$ cat config.mk
export PLATFORM = sky130hd
export DESIGN_NAME = lod_shift_norm
export DESIGN_NICKNAME = d
export VERILOG_FILES = /design/src/rtl/log_norm_pkg.sv /design/src/rtl/lod16.sv /design/src/rtl/lod_shift_norm.sv
export SDC_FILE = /design/constraint.sdc
export NUM_CORES = 1
export LEC_CHECK = 0
export CORE_ASPECT_RATIO = 0.5
export CORE_UTILIZATION = 55
export CTS_BUF_LIST = sky130_fd_sc_hd__clkbuf_16
export DETAILED_ROUTE_END_ITERATION = 7
export PLACE_DENSITY = 0.9
export SLEW_MARGIN = 20
export SYNTH_ARGS = -nofsm -noshare
export SYNTH_HDL_FRONTEND = slang
export SYNTH_SLANG_ARGS = --single-unit
$ cat constraint.sdc
create_clock -name clk -period 3.8 [get_ports clk]
set_input_delay 1.14 -clock clk [delete_from_list [all_inputs] [get_ports clk]]
set_output_delay 1.14 -clock clk [all_outputs]
set_load 0.01 [all_outputs]
$ cat src/rtl/log_norm_pkg.sv
// Shared widths and types for the 16b fractional log path.
// The LUT stage imports shift_t so its shift_offset input matches this block's output.
package log_norm_pkg;

  localparam int DATA_W  = 16;
  localparam int SHIFT_W = $clog2(DATA_W);

  typedef logic [SHIFT_W-1:0] shift_t;
  typedef logic [DATA_W-1:0]  frac_t;

endpackage

$ cat src/rtl/lod16.sv
// Leading-one detector: index of the most significant set bit, plus a zero flag.
// Purely combinational so any pipeline stage can reuse it.
module lod16
  import log_norm_pkg::*;
(
  input  frac_t  data,
  output shift_t pos,
  output logic   zero
);

  always_comb begin
    // NOTE: every output of a combinational block gets a default first; a path
    // that leaves it unassigned would infer a latch.
    pos = '0;
    // Ascending scan, so the highest set bit is the last one to write pos.
    for (int i = 0; i < DATA_W; i++) begin
      if (data[i]) pos = shift_t'(i);
    end
  end

  assign zero = ~|data;

endmodule

$ cat src/rtl/lod_shift_norm.sv
// Two-stage valid/ready normalizer: leading-one index in stage 1, shift offset and
// left-normalized mantissa in stage 2, plus a saturating accepted-operand counter.
module lod_shift_norm #(
  parameter int DATA_W  = log_norm_pkg::DATA_W,
  parameter int SHIFT_W = log_norm_pkg::SHIFT_W,
  parameter int CNT_W   = 16
) (
  input  logic               clk,
  input  logic               rst,
  input  logic               clr_cnt,
  input  logic               in_valid,
  output logic               in_ready,
  input  logic [DATA_W-1:0]  in_data,
  output logic               out_valid,
  input  logic               out_ready,
  output logic [SHIFT_W-1:0] out_shift_offset,
  output logic [DATA_W-1:0]  out_mant,
  output logic               out_zero,
  output logic [CNT_W-1:0]   op_cnt
);

  logic               s1_valid, s2_valid;
  logic               s1_en, s2_en, accept;
  logic [DATA_W-1:0]  s1_data;
  logic [SHIFT_W-1:0] s1_pos, s1_shift, lod_pos;
  logic               s1_zero, lod_zero;

  // A stage loads when it is empty or its contents move on this cycle.
  assign s2_en    = ~s2_valid | out_ready;
  assign s1_en    = ~s1_valid | s2_en;
  assign in_ready = s1_en;
  assign accept   = in_valid & in_ready;

  lod16 u_lod (
    .data (in_data),
    .pos  (lod_pos),
    .zero (lod_zero)
  );

  // DATA_W is a power of two, so DATA_W-1-p is the bitwise inverse of p.
  // A zero operand has p=0, which yields shift = all ones and mant = 0.
  assign s1_shift = ~s1_pos;

  // NOTE: data registers are reset too, purely so outputs are deterministic
  // after reset; the valid bits alone are what make the pipeline correct.
  always_ff @(posedge clk or posedge rst) begin
    if (rst) begin
      s1_valid <= 1'b0;
      s1_data  <= '0;
      s1_pos   <= '0;
      s1_zero  <= 1'b0;
    end else if (s1_en) begin
      // NOTE: sequential state uses non-blocking assignment so every register
      // samples pre-edge values regardless of statement order.
      s1_valid <= in_valid;
      if (in_valid) begin
        s1_data <= in_data;
        s1_pos  <= lod_pos;
        s1_zero <= lod_zero;
      end
    end
  end

  always_ff @(posedge clk or posedge rst) begin
    if (rst) begin
      s2_valid         <= 1'b0;
      out_shift_offset <= '0;
      out_mant         <= '0;
      out_zero         <= 1'b0;
    end else if (s2_en) begin
      s2_valid <= s1_valid;
      if (s1_valid) begin
        out_shift_offset <= s1_shift;
        out_mant         <= s1_data << s1_shift;
        out_zero         <= s1_zero;
      end
    end
  end

  assign out_valid = s2_valid;

  // Clear has priority over an accept in the same cycle.
  always_ff @(posedge clk or posedge rst) begin
    if (rst) begin
      op_cnt <= '0;
    end else if (clr_cnt) begin
      op_cnt <= '0;
    end else if (accept && (op_cnt != '1)) begin
      op_cnt <= op_cnt + 1'b1;
    end
  end

endmodule

Word-level counts from Yosys, hierarchy flattened
Index checks and enable logic that the tools add are counted.

Add/subtract/negate cells: 1. Equal/unequal tests: 1. Shifts and indexed selects: 1. Muxes and demuxes: 17. Bitwise gates (word level): 6. Reduce and logical (&&, ||, !) cells: 6.

Operator list (number): $mux 16 (2); $mux 4 (8); $add 16x1->16 const B (1); $ne 16x16->1 const B (1); $reduce_or 16->1 (1); $shl 16x4->16 (1); $mux 3 (4); $mux 2 (2); $not 4->4 (1); $reduce_and 2->1 (2); $not 1->1 (2); $or 1x1->1 (2); $reduce_bool 2->1 (1); $and 1x1->1 (1); $logic_and 1x1->1 (1); $logic_not 1->1 (1); $mux 1 (1).

Register bits: 60. Output and inout port bits: 39. Logic and storage cells: 41.

Depth between registers and ports, before layout
Depth in word-level cells: 15. Gate-level depth with buffers: 7.

Cells and area by module
Synthesis repeated with hierarchy kept, for this count alone.

Cell total of the unflattened synthesis: 306. Area, all modules: 3325.7 um^2.

By module, submodules not included: lod_shift_norm (times used 1, cells each 277, area an instance 3164.3 um^2); lod16 (times used 1, cells each 29, area an instance 161.4 um^2).

Least setup slack after synthesis
OpenSTA, ideal clock, no wires.

Path type: input -> output. From: input port out_ready. To: output port in_ready. Arrival: 1.395 ns. Path slack: 1.265 ns. Stages: 1. Path buffers: 0. Cell sequence: nand3b_1.

Longest elaborated chain between the ends: 2.

RTL lines: from (decl) (line lod_shift_norm.sv:15) `input logic out_ready,`; $or 1x1->1 (line lod_shift_norm.sv:29) `assign s2_en = ~s2_valid | out_ready;`; $or 1x1->1 (line lod_shift_norm.sv:30) `assign s1_en = ~s1_valid | s2_en;`; to (decl) (line lod_shift_norm.sv:12) `output logic in_ready,`.

No other way between the ends.

Final worst setup path
Ends and elaborated chain as after synthesis.

==> results.tsv <==
metric	value	unit
status	finished, final reports clean	
fin_tns_setup	0	ns
drtPass1Iterations	5	
yosys.area.top_type_share	48.5	%
end_kind	primary output	
ys_warn_count	0	
grt.overflow.total	0	
setup_violations	0	
post_drt_wl_per_cell	17.1	um
drv_slew	0	
holdCritPathClass	register to register	
peakVddDrop	0.276	mV
port_buffers	59	
seq_area_frac_synth	48.5	%
syn_nets	326	
cts.repair.resized	0	
core	5160	um^2
gr-usage-all-layers	27.8	%
swShare	28.3	%
grt_max_degree	35	
startpoint	out_ready	
final_hold_viol_count	0	
place.gp.congestion	0.855	
synth.avg_cell_area	10.2	um^2
fin_crit_sh	93.4	%
grt_pass1_vias	2494	
crit_type	input pin to primary output	
via_per_inst	5.96	
drive_above_1_share	13.6	%
fmax	282	MHz
worst-r2r-setup-slack	1.42	ns
drv_cap	0	
synth_area_leaders	dfrtp_1 49%, mux2_2 9.5%, mux2i_1 6.5%, nand2_1 4.2%, o21ai_0 3.6%	
critical_path_required	2.66	ns
fp.dieArea	5950	um^2
clock-sinks	60	
ys_ff_latch	60	
diodes	0	
tightest_slew	0.990	ns
drtAntennaViolNets	0	
ios	60	
crit_path_max_fanout	6	
grt_pass1_wl	12100	um
cts_max_path_buffers	2	
synthFlopType	dfrtp_1	
comb_power_share	22.8	%
cts_setup_buffers	0	
syn_area	3100	um^2
p_sw	0.000587	W
drt_iter0_markers	185	
p_int	0.00149	W
antenna_found_initial	0	
worst_hold_slack	0.472	ns
stdcell_area	4030	um^2
finalNetCount	385	
fin_crit	3.55	ns
rows	18	
cts_tree	done	
cts_hold_buf	0	
placed_cell_area	3730	um^2
cts_buffers	9	
synth_edf_count	0	
synth_top_cell_by_area	dfrtp_1	
die_height	55.1	um
pre_cts_ws	0.249	ns
start_kind	input pin	
finalPower	0.00208	W
rsz0062_at_grt	no	
start_util	60.0	%
worstReg2RegStart	op_cnt[1]	
leakagePower	1.71	nW
ys_types	45	
vias	2609	
clk_pin_slew	0.05	ns
cts_root_buf	clkbuf_16	
min_from	out_zero	
final.setup.worst_slack	0.250	ns
die_w	108	um
drc	0	
share_seq_of_total_power	39.2	%
pwr_density_cell	515	nW/um^2
syn_to_final_growth	30.1	%
clockPowerShare	38.0	%
clkLatencyLatePin	0.33	ns
hpwl	5030	um
syn_inst	304	
mostFrequentLayoutCells	60 x dfrtp_1, 59 x clkdlybuf4s50_1, 35 x nand2_1	
arrival	2.41	ns
slew_headroom	33.8	%
synthArstFlopShare	100	%
fillers	329	
final_common_cell	dfrtp_1	
wirelength	7480	um
htree_num_levels	3	
finClkSkew	0.00604	ns
synthesized netlist by cell type (2+ instances only):
master,count
nor2_1,25
inv_1,6
nand4_1,2
or3_1,2
mux2i_1,20
o211ai_1,2
o21ai_0,22
buf_2,7
o22ai_1,3
o31ai_1,3
nand2_1,35
nand3_1,7
a211oi_1,3
dfrtp_1,60
nor4_1,5
a221oi_1,2
o21bai_1,4
o22a_1,2
nand2b_1,5
and2_1,4
nor3_1,7
mux2_2,26
nor4b_1,2
clkbuf_1,6
a21oi_1,12
xnor2_1,10
a31oi_1,4
metrics by stage:
stage | utilization [%] | cells
after floorplan | - | 304
after global placement | 72.4 | 422
after detailed placement | 72.4 | 422
after CTS | 78.1 | 438
after global routing | 78.1 | 438
final | 78.1 | 438
sequential cells by signal, indices dropped and copies added (netlist names):
register          count
s1_zero               1
out_valid             1
s1_pos                4
out_shift_offset      4
s1_data              16
out_mant             16
s1_valid              1
op_cnt               16
out_zero              1
power groups by stage:
stage / logic, W / registers, W / clock network, W
final: 0.000473 / 0.000813 / 0.000789
after global routing: 0.000513 / 0.000826 / 0.000834
after CTS: 0.000473 / 0.000812 / 0.000797
after detailed placement: 0.000466 / 0.000822 / 0
after global placement: 0.000454 / 0.000815 / 0
after floorplan: 0.000257 / 0.000816 / 0
logic make-up after synthesis:
family	Yosys count	share of synthesized area (%)
compound gates	64	13.1
xor+xnor	10	2.83
fa+ha+maj	1	0.404
buf+inv	21	2.95
flops	60	48.5
mux	46	15.9
simple gates	102	16.3
critical path: stages:
cell	delay (ns)
clkdlybuf4s50_1	0.46
nand3b_1	0.22
clkdlybuf4s50_1	0.58
cell type report:
class	count	area [um^2]	area share [%]
clock buffers	9	225	5.59
clock inverters	7	67.6	1.68
inverters	6	22.5	0.559
multi-input cells	223	1500	37.3
flip-flops and latches	60	1500	37.3
well taps	70	87.6	2.17
repair buffers	63	621	15.4
path summary, 6_finish.rpt:
kind / end / cells past startpoint
worst max-delay path: in_ready / 3
max in group asynchronous: s1_data[13] / 3
worst max register to register: op_cnt[1] / 6
min in group asynchronous: s1_valid / 2
worst min-delay path: out_zero / 2
worst min register to register: out_zero / 2
layer usage:
layer	track usage, %	part of all wire [%]	vias up
met2	48.6	50	92
met5	0	0	-
met1	33.9	43	1278
li1	-	-	1231
met3	9.13	6.1	8
met4	7.99	0.84	0
(Power assumes the default switching activity.)
